`src/rtl/inv_cipher_ctrl.sv`:
```
// inv_cipher_ctrl: round sequencer for the AES-128 inverse cipher datapath and key schedule.
// Define INV_KEY_CACHE_EN to add the same_key/key_reload cached-key shortcut.
module inv_cipher_ctrl #(
   parameter int NR = 10
) (
   input  logic       clk,
   input  logic       reset,
   input  logic       load,
`ifdef INV_KEY_CACHE_EN
   input  logic       same_key,
   output logic       key_reload,
`endif
   output logic [3:0] round,
   output logic       key_fwd,
   output logic       key_inv,
   output logic       done,
   output logic [3:0] operation
);
   typedef enum logic [3:0] {
      IDLE, KEYEXP, RELOAD, ARK, INV_SHIFT, INV_SUB, SUB_HOLD, KEY_BACK, DEC_ROUND, INV_MIX, DONE
   } state_t;
   localparam logic [3:0] NR4   = 4'(NR);
   localparam logic [3:0] KLAST = 4'(NR - 1);
   state_t     state, next;
   logic [3:0] kcnt;
   logic       reload_req;
`ifdef INV_KEY_CACHE_EN
   assign reload_req = same_key;
   assign key_reload = state == RELOAD;
`else
   assign reload_req = 1'b0;
`endif
   always_comb begin
      next = state;
      case (state)
         IDLE:      next = load ? IDLE : (reload_req ? RELOAD : KEYEXP);
         KEYEXP:    next = (kcnt == KLAST) ? ARK : KEYEXP;
         RELOAD:    next = ARK;
         ARK:       next = (round == 4'd0) ? DONE : (round == NR4) ? INV_SHIFT : INV_MIX;
         INV_MIX:   next = INV_SHIFT;
         INV_SHIFT: next = INV_SUB;
         INV_SUB:   next = SUB_HOLD;
         SUB_HOLD:  next = KEY_BACK;
         KEY_BACK:  next = DEC_ROUND;
         DEC_ROUND: next = ARK;
         DONE:      next = load ? IDLE : DONE;
         default:   next = IDLE;
      endcase
      // load re-asserted mid-decryption aborts back to IDLE
      if (load && state != IDLE && state != DONE)
         next = IDLE;
   end
   always_ff @(posedge clk) begin
      if (reset) begin
         state <= IDLE;
         round <= 4'd0;
         kcnt  <= 4'd0;
      end else begin
         state <= next;
         kcnt  <= (state == KEYEXP && next == KEYEXP) ? kcnt + 4'd1 : 4'd0;
         round <= (next == IDLE) ? 4'd0 :
                  (next == ARK && (state == KEYEXP || state == RELOAD)) ? NR4 :
                  (state == DEC_ROUND && next == ARK && round != 4'd0) ? round - 4'd1 : round;
      end
   end
   assign key_fwd   = state == KEYEXP;
   assign key_inv   = state == KEY_BACK;
   assign done      = state == DONE;
   assign operation = {state == INV_MIX, state == INV_SHIFT, state == INV_SUB || state == SUB_HOLD, state == ARK};
endmodule

```
`config.mk`:
```
export PLATFORM = sky130hd
export DESIGN_NAME = inv_cipher_ctrl
export DESIGN_NICKNAME = d
export VERILOG_FILES = /design/src/rtl/inv_cipher_ctrl.sv
export SDC_FILE = /design/constraint.sdc
export NUM_CORES = 1
export LEC_CHECK = 0
export BUFFER_PORTS_ARGS = -buffer_cell sky130_fd_sc_hd__buf_4
export CAP_MARGIN = 5
export CORE_MARGIN = 5
export CORE_UTILIZATION = 50
export CTS_CLUSTER_SIZE = 20
export DETAILED_ROUTE_END_ITERATION = 10
export PLACE_DENSITY = 0.72
export SYNTH_ARGS = -nofsm -noshare
export SYNTH_HDL_FRONTEND = slang
export SYNTH_SLANG_ARGS = --single-unit
export TNS_END_PERCENT = 100
```
`constraint.sdc`:
```
create_clock -name clk -period 2.5 [get_ports clk]
set_clock_uncertainty 0.15 [all_clocks]
set_input_delay 0.5 -clock clk [delete_from_list [all_inputs] [get_ports clk]]
set_output_delay 0.5 -clock clk [all_outputs]
set_load 0.01 [all_outputs]
```
[Word level (Yosys, flattened, before mapping)]
Index checks and enable logic that the tools add are counted.
Operators by class
  bitwise logic cells: 1
  eq/ne operators: 15
  mux-type cells: 9
  reductions and logical operators: 18
  $add $sub $neg: 2
Operators by type and width (count)
  $pmux W4 S10: 1
  $mux W4: 6
  $eq A4 B4 Y1 const B: 5
  $eq A4 B3 Y1 const B: 4
  $eq A4 B2 Y1 const B: 3
  $logic_not A4 Y1: 3
  $eq A4 B1 Y1 const B: 2
  $reduce_bool A4 Y1: 2
  $logic_and A1 B1 Y1: 6
  $reduce_or A2 Y1: 3
  $add A4 B1 Y4 const B: 1
  $ne A4 B4 Y1 const B: 1
  $sub A4 B1 Y4 const B: 1
  $reduce_or A3 Y1: 1
  $logic_or A1 B1 Y1: 2
  $mux W2: 1
  $reduce_bool A2 Y1: 1
  $mux W1: 1
  $not A1 Y1: 1
Storage, ports and cells
  register bits after elaboration: 12
  input port bits: 3
  output and inout port bits: 11
  word-level logic and storage cells: 49

[Longest topological paths before layout]
  word-level depth: 10
  gate-level depth with buffers: 7
  gate-level depth less buffers: 6

[Least setup slack after synthesis]
No wires, ideal clock.
  kind: register -> register
  start point: reg state[3]
  end point: reg round[1]
  setup slack: 0.627 ns
  cell stages (with the launch flop): 7
  period minus slack after synthesis: 1.873 ns
  data required time: 2.264 ns
  library setup time: 0.086 ns
  arrival: 1.636 ns
  path buffers: 1
  path through: dfxtp_1 buf_6 nor4b_4 a32oi_1 o221a_4 or3_1 a221oi_2
On the way
  elaborated cells on any way between the ends: 27
  classes of those cells: eq/ne: 12; mux: 3; reduce/logical: 12
RTL lines
  start, declared: line 24  | state_t state, next;
  start signal, assigned: line 59  | state <= next;
  $eq A4 B1 Y1 *
  net key_fwd: line 14  | output logic key_fwd,
  $pmux W4 S10: line 35  | case (state)
  $mux W4: line 50  | if (load && state != IDLE && state != DONE)
  $eq A4 B2 Y1: line 62, 63
  $logic_and A1 B1 Y1 (2 in a row): line 63  | (state == DEC_ROUND && next == ARK && round != 4'd0) ? round - 4'd1 : round;
  $reduce_bool A2 Y1 (no line)
  end signal, assigned: line 61  | round <= (next == IDLE) ? 4'd0 :
  end, declared: line 13  | output logic [3:0] round,
Mark *: on every way through the listed nets, which the timed path passes. The rest lies on a longest branch.
A chain may end at the register's enable or synchronous reset.

[Worst setup path in the final report]
  start point: reg state[3]
  end point: out operation[3]
On the way
  longest elaborated chain between the ends: 1
RTL lines
  $eq A4 B4 Y1: line 69  | assign operation = {state == INV_MIX, state == INV_SHIFT, state == INV_SUB || state == SUB_HOLD, state == ARK} ...
  end, declared: line 17  | output logic [3:0] operation
Every way passes these cells.

==> flow_summary_export.csv <==
group,metric,value,unit
clock_tree,htreeDepth,1,
die,die_width,52.8,um
synthesis,synth_largest_area_cell,"dfxtp_1",
clock_tree,clk_latency,0.29,ns
clock_tree,post_cts_buffers,0,
routing,drtAntennaViolNets,0,
sta,hold_violations,0,
pwr,internal_power,0.302,mW
pwr,seq_power_share,49.2,%
worst_hold_path,hp-class,"reg2reg",
synthesis,ys_seq_area_share,26.2,%
cells_and_area,drive_above_1_share,22.4,%
synthesis,synth.avg_cell_area,8.11,um2
setup_path,required,1.85,ns
clock_tree,clk_path_buf_depth,2,
sta,holdWs,0.325,ns
placement,dp_hpwl,1480,um
routing,route.detailed.drc,0,
clock_tree,cts_buffers,3,
synthesis,yosys_warnings,0,
pwr,switching_share,25.1,%
synthesis,synth.area.top_cells,"dfxtp_1 (26%), nor2_1 (6.6%), ha_1 (5.5%)",
pwr,powerDensity,387,nW/um2
global_routing,overflow,0,
global_routing,antenna_found_initial,0,
setup_path,crit_slowest_cell,"dfxtp_1",
sta,setup-tns-final,0,ns
setup_path,path_class,"reg2out",
synthesis,synth-seq-cells,12,
cells_and_area,fin_area,1040,um2
sta,fin_crit,2.26,ns
cells_and_area,final_nets,133,
global_routing,grt_usage,16.0,%
run_status,status,"complete, no violations",
pwr,net-switching-power,0.101,mW
clock_tree,cts_root_buf,"clkbuf_4",
global_routing,grt_max_degree,21,
synthesis,synth_edf_count,0,
setup_path,r2r-end,"round[1]",
synthesis,async_flop_share,0,%
worst_hold_path,min_to,"kcnt[0]",
clock_tree,tritoncts,"built",
synthesis,synth_area,916,um2
die,die_area,2790,um2
routing,wl,2030,um
setup_path,worstSetupStartpointType,"register",
setup_path,rrSetupSlack,0.28,ns
cells_and_area,final_util,60.4,%
synthesis,syn_nets,120,
worst_hold_path,holdCritStartpoint,"kcnt[0]",
setup_path,rr_startpoint,"state[3]",
routing,drt-vias-per-instance,5.55,
worst_hold_path,hold_depth,1,
die,ioPinCount,14,
clock_tree,clock_sinks,12,
synthesis,yosysMostFrequentCell,"nor2_1",
sta,slew_violations,0,
synthesis,ys.flop_type,"dfxtp_1",
setup_path,cpLargestDelayFamily,"flip-flops",
die,coreArea,1730,um2
pwr,pwr-share-clk,40.1,%
setup_path,path_cells,"nand2b_1, nor2_1, buf_4",
placement,io_buffers,13,
routing,wl_per_cell,13.5,um
job,max-cap-violations,0,
die,start_util,53.0,%
global_routing,first_global_vias,809,
sta,period_share,90.2,%
sta,finalWorstSetupSlack,0.244,ns
placement,placed_area,1000,um2
clock_tree,path_clk_slew,0.08,ns
setup_path,r2r_cells,5,
cells_and_area,num-fill-cells,169,
routing,first_pass_iters,4,
setup_path,crit_path_end_kind,"output pin",
global_routing,grt_pass1_wl,3410,um
pwr,ir_drop,0.418,mV
synthesis,synth_cell_type_count,41,
sta,rsz0062_at_grt,"no",
sta,timing.fmax,443,MHz
routing,vias,833,
cells_and_area,area_delta_synth_final,13.8,%
pwr,leakagePower,0.408,nW
synthesis,synthTopCellsByCount,"nor2_1 (16), dfxtp_1 (12), a21oi_1 (9), inv_1 (6), nand2_1 (6)",
sta,tightest_slew,0.689,ns
die,row_count,15,
placement,dp_slack,0.318,ns
placement,gp_congestion,0.859,
setup_path,slowest_delay,0.77,ns
synthesis,synthCells,113,
cells_and_area,antenna_cells,0,
pwr,p_comb_share,10.7,%
die,fp.dieH,52.8,um
sta,setup_violations,0,
synthesis,synth_top_area_share,26.2,%
routing,drtIter0Drc,25,
sta,relSlewSlack,54.0,%
setup_path,crit_buf_inv,1,
setup_path,crit_fanout,19,
setup_path,cp.arrival,1.61,ns
worst max path at each step:
stage	start	slack, ns	cells past startpoint	to
2_1_floorplan	state[3]	0.63	6	round[1]
3_3_place_gp	state[3]	0.36	5	round[1]
3_5_place_dp	state[3]	0.32	5	round[1]
4_1_cts	state[1]	0.21	3	operation[0]
5_1_grt	state[3]	0.13	5	round[1]
6_report	state[3]	0.24	3	operation[3]
logic make-up after synthesis:
logic type	share of synthesized area, %
buf+inv	8.47
fa+ha+maj	6.69
simple gates	33.1
mux	1.09
compound gates	21.6
xor+xnor	2.87
flops	26.2
routing by layer:
metal	routed length (um)	up-vias	global-route usage, %
met1	936	374	20.3
met3	136	2	4.27
met5	0	-	0
li1	-	426	-
met4	26	0	5.96
met2	927	31	25.4
sequential cells by signal (all words and copies together) (netlist names):
register  count
round         4
state         4
kcnt          4
power groups by stage:
stage               logic [mW]  registers (mW)  clock network, mW
floorplan               0.0342           0.199                  0
global placement        0.0417           0.203                  0
detailed placement      0.0427           0.203                  0
CTS                     0.0429           0.199              0.162
global route            0.0468           0.200              0.169
finish                  0.0430           0.199              0.162
cells in the final DEF, fill, tap and decap left out, drive strengths merged, types with 4 or more instances in the layout:
cell / count
buf: 15
nand2: 6
nor2: 16
or3: 4
inv: 6
nand2b: 4
nor2b: 5
nor3: 7
a21oi: 9
dfxtp: 12
ha: 4
clkbuf: 4
through the flow:
step / power (mW) / cells
finish: 0.403 / 150
global route: 0.416 / 150
CTS: 0.403 / 150
detailed placement: 0.246 / 146
global placement: 0.245 / 146
floorplan: 0.233 / 113
repair_timing:
item	4_1_cts	5_1_grt
gates resized for setup	0	1
setup endpoints to repair	0	2
hold buffers	0	0
area by class of cell:
class / instances / area, um2 / area share, %
Sequential cell: 12 / 241 / 23.2
Multi-Input combinational cell: 88 / 598 / 57.4
Timing Repair Buffer: 15 / 113 / 10.8
Inverter: 6 / 22.5 / 2.16
Tap cell: 25 / 31.3 / 3.00
Clock buffer: 4 / 36.3 / 3.48
worst reg2reg max path: cells and delay by family, from the launching register on:
kind / cells / cell delay (ns)
AOI/OAI and AO/OA: 3 / 0.46
DFF: 1 / 0.77
and+or+nand+nor: 2 / 0.76
Power figures use the tool's default switching activity.
